**config.mk**
```make
export PLATFORM = sky130hd
export DESIGN_NAME = rob_commit_flat
export DESIGN_NICKNAME = d
export VERILOG_FILES = /design/src/rtl/tomasulo_pkg.sv /design/src/rtl/rob_commit_if.sv /design/src/rtl/rob_slot.sv /design/src/rtl/rob_commit.sv /design/src/flat_wrapper.sv
export SDC_FILE = /design/constraint.sdc
export NUM_CORES = 1
export LEC_CHECK = 0
export CAP_MARGIN = 30
export CORE_MARGIN = 5
export CORE_UTILIZATION = 25
export CTS_CLUSTER_DIAMETER = 60
export DETAILED_ROUTE_END_ITERATION = 8
export PLACE_DENSITY = 0.52
export SLEW_MARGIN = 30
export SYNTH_ARGS = -nofsm -noshare
export SYNTH_HDL_FRONTEND = slang
export SYNTH_HIERARCHICAL = 1
export SYNTH_SLANG_ARGS = --single-unit
```
**constraint.sdc**
```tcl
create_clock -name clk1 -period 10 [get_ports clk1]
set_input_delay 2 -clock clk1 [delete_from_list [all_inputs] [get_ports clk1]]
set_output_delay 2 -clock clk1 [all_outputs]
set_load 0.1 [all_outputs]
```
**src/rtl/tomasulo_pkg.sv**
```systemverilog
// Shared Tomasulo core definitions used by the reorder buffer slice.
// Contents:
//   - instruction type codes
//   - default ROB geometry
//   - the ROB entry record
//   - the occupancy state and its derivation from the entry count
package tomasulo_pkg;

  localparam int unsigned ROB_DEPTH  = 8;
  localparam int unsigned ROB_TAG_W  = 4;
  localparam int unsigned ROB_DATA_W = 32;
  localparam int unsigned ROB_REG_W  = 5;
  localparam int unsigned ROB_TYPE_W = 3;

  typedef enum logic [ROB_TYPE_W-1:0] {
    LOAD = 3'b001,
    ADD  = 3'b010,
    SUB  = 3'b011,
    MUL  = 3'b100,
    DIV  = 3'b101
  } instr_type_e;

  typedef struct packed {
    logic                  busy;
    logic                  done;
    logic [ROB_TYPE_W-1:0] itype;
    logic [ROB_REG_W-1:0]  rd;
    logic [ROB_DATA_W-1:0] value;
  } rob_entry_t;

  typedef enum logic [1:0] {
    OCC_EMPTY,
    OCC_PARTIAL,
    OCC_FULL
  } occ_state_e;

  function automatic occ_state_e occ_state(input int unsigned cnt, input int unsigned depth);
    if (cnt == 0)     return OCC_EMPTY;
    if (cnt >= depth) return OCC_FULL;
    return OCC_PARTIAL;
  endfunction

endpackage

```
**src/rtl/rob_commit_if.sv**
```systemverilog
// Decode / CDB / commit bundle of the reorder buffer.
// master: decode/issue + CDB side (drives allocation requests and broadcasts,
//         observes tags, occupancy and retirements).
// slave : the reorder buffer itself.
// Signals:
//   alloc_valid/alloc_ready/alloc_type/alloc_rd/alloc_tag - entry allocation
//   cdb_valid/cdb_tag/cdb_value                           - result broadcast
//   commit_valid/commit_tag/commit_rd/commit_value        - retire pulse
//   count                                                 - occupied entries
interface rob_commit_if
  import tomasulo_pkg::*;
#(
  parameter int unsigned TAG_W  = ROB_TAG_W,
  parameter int unsigned DATA_W = ROB_DATA_W,
  parameter int unsigned REG_W  = ROB_REG_W,
  parameter int unsigned TYPE_W = ROB_TYPE_W
);

  logic              alloc_valid;
  logic              alloc_ready;
  logic [TYPE_W-1:0] alloc_type;
  logic [REG_W-1:0]  alloc_rd;
  logic [TAG_W-1:0]  alloc_tag;
  logic              cdb_valid;
  logic [TAG_W-1:0]  cdb_tag;
  logic [DATA_W-1:0] cdb_value;
  logic              commit_valid;
  logic [TAG_W-1:0]  commit_tag;
  logic [REG_W-1:0]  commit_rd;
  logic [DATA_W-1:0] commit_value;
  logic [TAG_W-1:0]  count;

  modport master (
    output alloc_valid, alloc_type, alloc_rd, cdb_valid, cdb_tag, cdb_value,
    input  alloc_ready, alloc_tag, commit_valid, commit_tag, commit_rd, commit_value, count
  );

  modport slave (
    input  alloc_valid, alloc_type, alloc_rd, cdb_valid, cdb_tag, cdb_value,
    output alloc_ready, alloc_tag, commit_valid, commit_tag, commit_rd, commit_value, count
  );

endinterface

```
**src/rtl/rob_slot.sv**
```systemverilog
// One reorder buffer entry.
// Ports:
//   clk_i, rst_n           - clock, asynchronous active-low reset
//   alloc_i                - claim this slot (type/rd captured, value cleared)
//   alloc_type_i/alloc_rd_i - instruction type and destination register
//   cdb_valid_i/cdb_tag_i/cdb_value_i - result broadcast; captured only when
//                            the tag is SLOT_TAG and the slot is busy, not done
//   free_i                 - retire this slot
//   entry_o                - current entry contents
module rob_slot
  import tomasulo_pkg::*;
#(
  parameter int unsigned TAG_W    = ROB_TAG_W,
  parameter int unsigned SLOT_TAG = 1
) (
  input  logic                  clk_i,
  input  logic                  rst_n,
  input  logic                  alloc_i,
  input  logic [ROB_TYPE_W-1:0] alloc_type_i,
  input  logic [ROB_REG_W-1:0]  alloc_rd_i,
  input  logic                  cdb_valid_i,
  input  logic [TAG_W-1:0]      cdb_tag_i,
  input  logic [ROB_DATA_W-1:0] cdb_value_i,
  input  logic                  free_i,
  output rob_entry_t            entry_o
);

  rob_entry_t entry_q, entry_d;
  logic       wb_hit;

  assign wb_hit = cdb_valid_i && (cdb_tag_i == TAG_W'(SLOT_TAG)) &&
                  entry_q.busy && !entry_q.done;

  // free and alloc never target the same slot in one cycle (that would need
  // the buffer to be both full and empty); free wins so a bypassed result
  // arriving on the retiring edge does not leave a stale done bit behind.
  always_comb begin
    entry_d = entry_q;
    if (free_i) begin
      entry_d.busy = 1'b0;
      entry_d.done = 1'b0;
    end else if (alloc_i) begin
      entry_d.busy  = 1'b1;
      entry_d.done  = 1'b0;
      entry_d.itype = alloc_type_i;
      entry_d.rd    = alloc_rd_i;
      entry_d.value = '0;
    end else if (wb_hit) begin
      entry_d.done  = 1'b1;
      entry_d.value = cdb_value_i;
    end
  end

  always_ff @(posedge clk_i or negedge rst_n) begin
    if (!rst_n) entry_q <= '0;
    else        entry_q <= entry_d;
  end

  assign entry_o = entry_q;

endmodule

```
**src/rtl/rob_commit.sv**
```systemverilog
// Reorder buffer with in-order commit.
// Hands decode the tail tag, captures CDB results into entries and retires the
// head entry as a registered one-cycle commit pulse.
// Ports:
//   clk1  - clock
//   rst_n - asynchronous active-low reset; discards all entries
//   rob   - rob_commit_if.slave (allocation, CDB, commit, count)
// Build option: ROB_CDB_BYPASS_EN lets a CDB result aimed at a pending head
// retire on the same edge it is broadcast (1-cycle CDB-to-commit instead of 2).
module rob_commit
  import tomasulo_pkg::*;
#(
  parameter int unsigned DEPTH  = ROB_DEPTH,
  parameter int unsigned TAG_W  = ROB_TAG_W,
  parameter int unsigned DATA_W = ROB_DATA_W,
  parameter int unsigned REG_W  = ROB_REG_W,
  parameter int unsigned TYPE_W = ROB_TYPE_W
) (
  input logic         clk1,
  input logic         rst_n,
  rob_commit_if.slave rob
);

  localparam int unsigned PTR_W = $clog2(DEPTH);

  rob_entry_t        entry [DEPTH];
  logic [DEPTH-1:0]  alloc_vec;
  logic [DEPTH-1:0]  free_vec;

  logic [PTR_W-1:0]  head_q, head_d;
  logic [PTR_W-1:0]  tail_q, tail_d;
  logic [TAG_W-1:0]  count_q, count_d;
  occ_state_e        state_q, state_d;

  logic              commit_valid_q;
  logic [TAG_W-1:0]  commit_tag_q;
  logic [REG_W-1:0]  commit_rd_q;
  logic [DATA_W-1:0] commit_value_q;

  rob_entry_t        head_entry;
  logic [TAG_W-1:0]  head_tag;
  logic              head_ready;
  logic              do_alloc;
  logic              do_commit;
  logic [DATA_W-1:0] retire_value;
  logic [TYPE_W-1:0] head_type_unused;

  assign head_entry       = entry[head_q];
  assign head_tag         = TAG_W'(head_q) + TAG_W'(1);
  assign head_ready       = head_entry.busy && head_entry.done;
  assign head_type_unused = TYPE_W'(head_entry.itype);

  // Ready comes from registered occupancy only: a full buffer never accepts
  // an allocation on the edge that frees the head.
  assign do_alloc = rob.alloc_valid && (state_q != OCC_FULL);

`ifdef ROB_CDB_BYPASS_EN
  logic bypass_hit;
  assign bypass_hit   = rob.cdb_valid && (rob.cdb_tag == head_tag) &&
                        head_entry.busy && !head_entry.done;
  assign do_commit    = (state_q != OCC_EMPTY) && (head_ready || bypass_hit);
  assign retire_value = head_ready ? DATA_W'(head_entry.value) : rob.cdb_value;
`else
  assign do_commit    = (state_q != OCC_EMPTY) && head_ready;
  assign retire_value = DATA_W'(head_entry.value);
`endif

  for (genvar i = 0; i < DEPTH; i++) begin : g_slot
    assign alloc_vec[i] = do_alloc  && (tail_q == PTR_W'(i));
    assign free_vec[i]  = do_commit && (head_q == PTR_W'(i));

    rob_slot #(
      .TAG_W    (TAG_W),
      .SLOT_TAG (i + 1)
    ) u_slot (
      .clk_i        (clk1),
      .rst_n        (rst_n),
      .alloc_i      (alloc_vec[i]),
      .alloc_type_i (ROB_TYPE_W'(rob.alloc_type)),
      .alloc_rd_i   (ROB_REG_W'(rob.alloc_rd)),
      .cdb_valid_i  (rob.cdb_valid),
      .cdb_tag_i    (rob.cdb_tag),
      .cdb_value_i  (ROB_DATA_W'(rob.cdb_value)),
      .free_i       (free_vec[i]),
      .entry_o      (entry[i])
    );
  end

  always_comb begin
    head_d  = head_q;
    tail_d  = tail_q;
    count_d = count_q;
    if (do_alloc)  tail_d = tail_q + 1'b1;
    if (do_commit) head_d = head_q + 1'b1;
    case ({do_alloc, do_commit})
      2'b10:   count_d = count_q + 1'b1;
      2'b01:   count_d = count_q - 1'b1;
      default: count_d = count_q;
    endcase
    state_d = occ_state(32'(count_d), DEPTH);
  end

  always_ff @(posedge clk1 or negedge rst_n) begin
    if (!rst_n) begin
      head_q         <= '0;
      tail_q         <= '0;
      count_q        <= '0;
      state_q        <= OCC_EMPTY;
      commit_valid_q <= 1'b0;
      commit_tag_q   <= '0;
      commit_rd_q    <= '0;
      commit_value_q <= '0;
    end else begin
      head_q         <= head_d;
      tail_q         <= tail_d;
      count_q        <= count_d;
      state_q        <= state_d;
      commit_valid_q <= do_commit;
      if (do_commit) begin
        commit_tag_q   <= head_tag;
        commit_rd_q    <= REG_W'(head_entry.rd);
        commit_value_q <= retire_value;
      end
    end
  end

  assign rob.alloc_ready  = (state_q != OCC_FULL);
  assign rob.alloc_tag    = TAG_W'(tail_q) + TAG_W'(1);
  assign rob.count        = count_q;
  assign rob.commit_valid = commit_valid_q;
  assign rob.commit_tag   = commit_tag_q;
  assign rob.commit_rd    = commit_rd_q;
  assign rob.commit_value = commit_value_q;

endmodule

```
**src/flat_wrapper.sv**
```systemverilog
// flat-port wrapper written by rule: the top's interface ports become plain ports
module rob_commit_flat import tomasulo_pkg::*;
#(
  parameter int unsigned DEPTH  = ROB_DEPTH,
  parameter int unsigned TAG_W  = ROB_TAG_W,
  parameter int unsigned DATA_W = ROB_DATA_W,
  parameter int unsigned REG_W  = ROB_REG_W,
  parameter int unsigned TYPE_W = ROB_TYPE_W
)
  (clk1, rst_n, rob_alloc_valid, rob_alloc_type, rob_alloc_rd, rob_cdb_valid, rob_cdb_tag, rob_cdb_value, rob_alloc_ready, rob_alloc_tag, rob_commit_valid, rob_commit_tag, rob_commit_rd, rob_commit_value, rob_count);
  rob_commit_if #(.TAG_W(TAG_W), .DATA_W(DATA_W), .REG_W(REG_W), .TYPE_W(TYPE_W)) rob_i ();
  input logic clk1;
  input logic rst_n;
  input wire logic [$bits(rob_i.alloc_valid)-1:0] rob_alloc_valid;
  input wire logic [$bits(rob_i.alloc_type)-1:0] rob_alloc_type;
  input wire logic [$bits(rob_i.alloc_rd)-1:0] rob_alloc_rd;
  input wire logic [$bits(rob_i.cdb_valid)-1:0] rob_cdb_valid;
  input wire logic [$bits(rob_i.cdb_tag)-1:0] rob_cdb_tag;
  input wire logic [$bits(rob_i.cdb_value)-1:0] rob_cdb_value;
  output wire logic [$bits(rob_i.alloc_ready)-1:0] rob_alloc_ready;
  output wire logic [$bits(rob_i.alloc_tag)-1:0] rob_alloc_tag;
  output wire logic [$bits(rob_i.commit_valid)-1:0] rob_commit_valid;
  output wire logic [$bits(rob_i.commit_tag)-1:0] rob_commit_tag;
  output wire logic [$bits(rob_i.commit_rd)-1:0] rob_commit_rd;
  output wire logic [$bits(rob_i.commit_value)-1:0] rob_commit_value;
  output wire logic [$bits(rob_i.count)-1:0] rob_count;
  assign rob_i.alloc_valid = rob_alloc_valid;
  assign rob_i.alloc_type = rob_alloc_type;
  assign rob_i.alloc_rd = rob_alloc_rd;
  assign rob_i.cdb_valid = rob_cdb_valid;
  assign rob_i.cdb_tag = rob_cdb_tag;
  assign rob_i.cdb_value = rob_cdb_value;
  assign rob_alloc_ready = rob_i.alloc_ready;
  assign rob_alloc_tag = rob_i.alloc_tag;
  assign rob_commit_valid = rob_i.commit_valid;
  assign rob_commit_tag = rob_i.commit_tag;
  assign rob_commit_rd = rob_i.commit_rd;
  assign rob_commit_value = rob_i.commit_value;
  assign rob_count = rob_i.count;
  rob_commit #(.DEPTH(DEPTH), .TAG_W(TAG_W), .DATA_W(DATA_W), .REG_W(REG_W), .TYPE_W(TYPE_W)) u_core (.clk1(clk1), .rst_n(rst_n), .rob(rob_i));
endmodule
```
* Word-level counts from Yosys, hierarchy flattened
Index checks and enable logic that the tools add are counted.
Widths: inputs -> output; s select.
** Word-level totals
- Output and inout port bits :: 51
- Register bits :: 390
** Cells by class
- Equal/unequal tests :: 25
- Bitwise operators :: 9
- Magnitude comparators :: 2
- Add/subtract/negate cells :: 6
- Muxes and demuxes :: 59
- Reductions and logical operators :: 95
** Operators by type and width (count)
- $mux 32 :: 16
- $bmux 42 s3 :: 1
- $mux 42 :: 2
- $logic_and 1x1->1 :: 43
- $reduce_bool 2->1 :: 17
- $reduce_and 2->1 :: 16
- $mux 1 :: 27
- $eq 3x3->1 const B :: 8
- $mux 2 :: 12
- $reduce_bool 3->1 :: 8
- $eq 4x3->1 const B :: 4
- $eq 3x2->1 const B :: 4
- $add 3x1->4 const B :: 2
- $eq 4x2->1 const B :: 2
- $ge 4x4->1 const B :: 2
- $logic_not 1->1 :: 8
- $not 1->1 :: 8
- $pmux 4 s2 :: 1
- $add 3x1->3 const B :: 2
- $eq 3x1->1 const B :: 2
- $logic_not 3->1 :: 2
- $add 4x1->4 const B :: 1
- $eq 4x1->1 const B :: 1
- $eq 4x4->1 const B :: 1
- 6 further kinds :: 6

* Logic depth before layout (Yosys ltp)
- Depth after elaboration :: 13
- Gate-level depth with buffers :: 13
- Gate-level depth less buffers :: 11

* Modules after synthesis
The synthesis kept the hierarchy.
** Modules (own cells, without submodules)
- rob_slot at u_core.g_slot[0].u_slot ... :: area an instance 2441.1 um^2, seq. area each 1051.0 um^2, cells an instance 231, times used 2
- rob_commit :: area an instance 4655.7 um^2, seq. area each 1276.2 um^2, cells an instance 398, times used 1
- rob_slot at u_core.g_slot[4].u_slot ... :: area an instance 2232.1 um^2, seq. area each 1051.0 um^2, cells an instance 215, times used 2
- rob_slot at u_core.g_slot[3].u_slot ... :: area an instance 2155.8 um^2, seq. area each 1051.0 um^2, cells an instance 222, times used 2
- rob_slot at u_core.g_slot[6].u_slot :: area an instance 2213.4 um^2, seq. area each 1051.0 um^2, cells an instance 231, times used 1
- rob_slot at u_core.g_slot[2].u_slot :: area an instance 2173.3 um^2, seq. area each 1051.0 um^2, cells an instance 229, times used 1

* Least setup slack after synthesis
No wires, ideal clock.
- Path type :: reg-to-output
- Start :: reg u_core.tail_q[0]
- End :: out rob_alloc_tag[3]
- Arrival time :: 3.005 ns
- Setup slack :: 4.995 ns
- Stages on the path, launching flop included :: 3
- Path buffers :: 0
- Path through :: dfrtp_1 inv_1 nor3_1
** On the way
- Longest elaborated chain between the ends :: 1
** Ends and longest elaborated chain
- from (decl) :: line rob_commit.sv:31 : logic [PTR_W-1:0] tail_q, tail_d;
- from (signal assigned) :: line rob_commit.sv:115 : tail_q <= tail_d;
- $add 3x1->4 :: line rob_commit.sv:128 : assign rob.alloc_tag = TAG_W'(tail_q) + TAG_W'(1);
- to (decl) :: line flat_wrapper.sv:21 : output wire logic [$bits(rob_i.alloc_tag)-1:0] rob_alloc_tag;
Every way passes these cells.

* Worst setup path in the final report
- Start :: reg u_core.head_q[1]
- End :: reg u_core.count_q[3], in the netlist u_core/rob.count[3]
** On the way
- Longest elaborated chain between the ends :: 8
- Elaborated cells on any way between the ends :: 9
** Ends and longest elaborated chain
- from (decl) :: line rob_commit.sv:30 : logic [PTR_W-1:0] head_q, head_d;
- from (signal assigned) :: line rob_commit.sv:105 : head_q <= '0;
- from (signal assigned) :: line rob_commit.sv:114 : head_q <= head_d;
- $not 3->4 (not written as such) * :: line rob_commit.sv:48 : assign head_entry = entry[head_q];
- $bmux 42 s3 * :: line rob_commit.sv:48
- $mux 42 (not written as such) * (2 in a row) :: line rob_commit.sv:48
- $logic_and 1x1->1 * :: line rob_commit.sv:50 : assign head_ready = head_entry.busy && head_entry.done;
- $logic_and 1x1->1 * :: line rob_commit.sv:64 : assign do_commit = (state_q != OCC_EMPTY) && head_ready;
- net u_core.do_commit :: line rob_commit.sv:44 : logic do_commit;
- $eq 2x1->1 / $eq 2x2->1 (equally long branches) :: line rob_commit.sv:95 : case ({do_alloc, do_commit})
- $pmux 4 s2 * :: line rob_commit.sv:95
- net u_core.count_d[3] :: line rob_commit.sv:32 : logic [TAG_W-1:0] count_q, count_d;
- to (signal assigned) :: line rob_commit.sv:116 : count_q <= count_d;
- to (decl) :: line rob_commit.sv:32
Mark *: on every way through the listed nets, which the timed path passes. The rest lies on a longest branch. The select of a mux whose other input is x is not followed.
A chain may end at the register's enable or synchronous reset.

==> flow_summary.ini <==
[power_and_ir_drop]
p_leak_nw = 9.16
p_sw_mw = 0.766
pwr-share-comb_pct = 3.9
seq_power_share_pct = 46.4
clkPwrFrac_pct = 49.8
switching_share_pct = 24.2
powerDensity_nw_per_um2 = 127
irDropWorstVdd_v = 0.000106
intPower_mw = 2.40

[drt]
vias = 17704
route.antenna.remaining_nets = 0
dr.pass1.iters = 5
via_per_inst = 5.34
drt_iter0_drc = 1428
drc = 0
routed_wl_mm = 81.0
routedWlPerCell_um = 24.5

[setup_path]
worstPathRequired_ps = 10450
start_kind = flip-flop
path_class = reg -> reg
arrival_ps = 6110
end_kind = flip-flop
cp_max_fo = 53

[sta]
hold_viol_final = 0
hold_ws_ps = 485
period_needed_ps = 5660
timing.final.crit_share_pct = 56.6
skew_ps = 31.7
tightest_slew_ps = 1050
rsz0062_at_grt = no
setup_violations = 0
postLayoutSetupSlackWorst_ps = 4340
slew_viol_final = 0
setup-tns-final_ps = 0
relSlewSlack_pct = 30.0
fmax_ghz = 0.177

[die]
io_pins = 99
fp.dieW_um = 305
dieArea_um2 = 93300
die_y_um = 305
fp.coreArea_um2 = 86800
num_rows = 108
initial_core_util_pct = 25.2

[cts]
cts_setup_buffers = 0
tritoncts = built
cts_buffers = 42
numClockSinks = 363
clkLatencyLatePin_ps = 590
root_buffer = clkbuf_16
post_cts_resized = 0
clockBufferDepth = 3
htreeDepth = 2
hold_buffers = 0
clk_pin_slew_ps = 60

[grt]
grt_pass1_wl_mm = 121
grt_pass1_vias = 18510
grt.total_usage_pct = 16.8
grt_max_degree = 141
antenna_found_initial = 3
overflow = 0

[outcome]
outcome = complete, no violations

[placed_design]
dp_hpwl_mm = 46.8
port-buffer-count = 95
gp_congestion = 0.802
dp_worst_setup_slack_ps = 4370

[layout]
fillers = 8855
drive_above_1_share_pct = 19.5
synthToLayoutAreaGrowth_pct = 14.5
final_net_count = 2192

[synth]
postSynthAreaPerCell_um2 = 10.2
yosysWarnings = 6
syn_inst = 2146
syn_nets = 2209
syn_area_um2 = 21800

[job]
maxCapViolations = 0

[hold_path]
min_path_type = reg -> reg
## worst paths after layout
kind	end	slack (ps)	cells past startpoint	startpoint
worst min-delay path	u_core/g_slot[4].u_slot/entry_o[36]	490	1	u_core/g_slot[4].u_slot/entry_o[36]
max in group asynchronous	u_core/head_q[1]	7240	3	rst_n
worst min register to register	u_core/g_slot[4].u_slot/entry_o[36]	490	1	u_core/g_slot[4].u_slot/entry_o[36]
min in group asynchronous	u_core/g_slot[5].u_slot/entry_o[4]	1280	1	rst_n
worst max-delay path	u_core/rob.count[3]	4340	11	u_core/head_q[1]
worst max register to register	u_core/rob.count[3]	4340	11	u_core/head_q[1]
## area by class of cell
cell class	count	area (um2)	area share, %
Tap cell	1155	1450	5.78
Sequential cell	363	9090	36.4
Antenna cell	1	2.50	0.0100
Timing Repair Buffer	151	1370	5.49
Clock buffer	57	1180	4.72
Inverter	178	668	2.67
Multi-Input combinational cell	1393	11000	44.2
Clock inverter	15	186	0.746
## worst max-delay path, stage by stage (launching register included)
cell and delay [ps]:
dfrtp_4 780, buf_4 870, inv_2 150, mux4_2 540
a22oi_4 800, buf_4 540, inv_1 150, ha_1 400
or4b_2 630, o22ai_1 190, nor3_1 100, or2_2 300
## power by group through the flow
stage               logic [mW]  clock network, mW  registers (mW)
floorplan               0.0264                  0            1.50
global placement         0.119                  0            1.50
detailed placement       0.122                  0            1.50
CTS                      0.122               1.62            1.47
global route             0.133               1.67            1.47
finish                   0.123               1.58            1.47
## stage by stage
| step | power, mW | area (um2) | util (%) | cells |
|---|---|---|---|---|
| 6_report | 3.17 | 25000 | 28.8 | 3313 |
| 5_1_grt | 3.27 | 25000 | 28.8 | 3312 |
| 4_1_cts | 3.21 | 25000 | 28.8 | 3311 |
| 3_5_place_dp | 1.62 | 23600 | 27.2 | 3239 |
| 3_3_place_gp | 1.61 | 23600 | 27.2 | 3238 |
| 2_1_floorplan | 1.52 | 21800 | - | 2146 |
## cells in the final DEF (no fill, tap or decap), drive strengths merged, types with 3 or more instances in the layout
| cell type | count |
|---|---|
| and2 | 6 |
| and2b | 5 |
| and3 | 15 |
| and4b | 4 |
| and4bb | 4 |
| buf | 69 |
| bufinv | 3 |
| clkbuf | 57 |
| clkdlybuf4s50 | 82 |
| clkinv | 8 |
| clkinvlp | 4 |
| dfrtp | 363 |
| ha | 15 |
| inv | 178 |
| mux2 | 80 |
| mux4 | 75 |
| nand2 | 371 |
| nand2b | 3 |
| nand3 | 90 |
| nand3b | 3 |
| nand4b | 140 |
| nand4bb | 13 |
| nor2 | 37 |
| nor2b | 118 |
| nor3 | 3 |
| nor4b | 4 |
| o211ai | 90 |
| o21a | 9 |
| o21ai | 114 |
| o311ai | 167 |
| or3b | 5 |
| xnor2 | 3 |
## flip-flops by register name, indices dropped and copies added, names as in the netlist, 2 cells and up
signal                        cells
u_core/g_slot.u_slot/entry_o    312
u_core/head_q                     2
u_core/rob.commit_rd              5
u_core/rob.commit_tag             2
u_core/rob.commit_value          32
u_core/rob.count                  4
u_core/state_q                    2
u_core/tail_q                     3
## per-layer routing
metal	vias to the layer above	part of all wire (%)	GRT usage, %
li1	7694	-	-
met1	9006	41	21.9
met2	800	47	27.6
met3	200	7.5	3.31
met4	4	4.1	7.16
met5	-	0.038	0
Power figures use the tool's default switching activity.
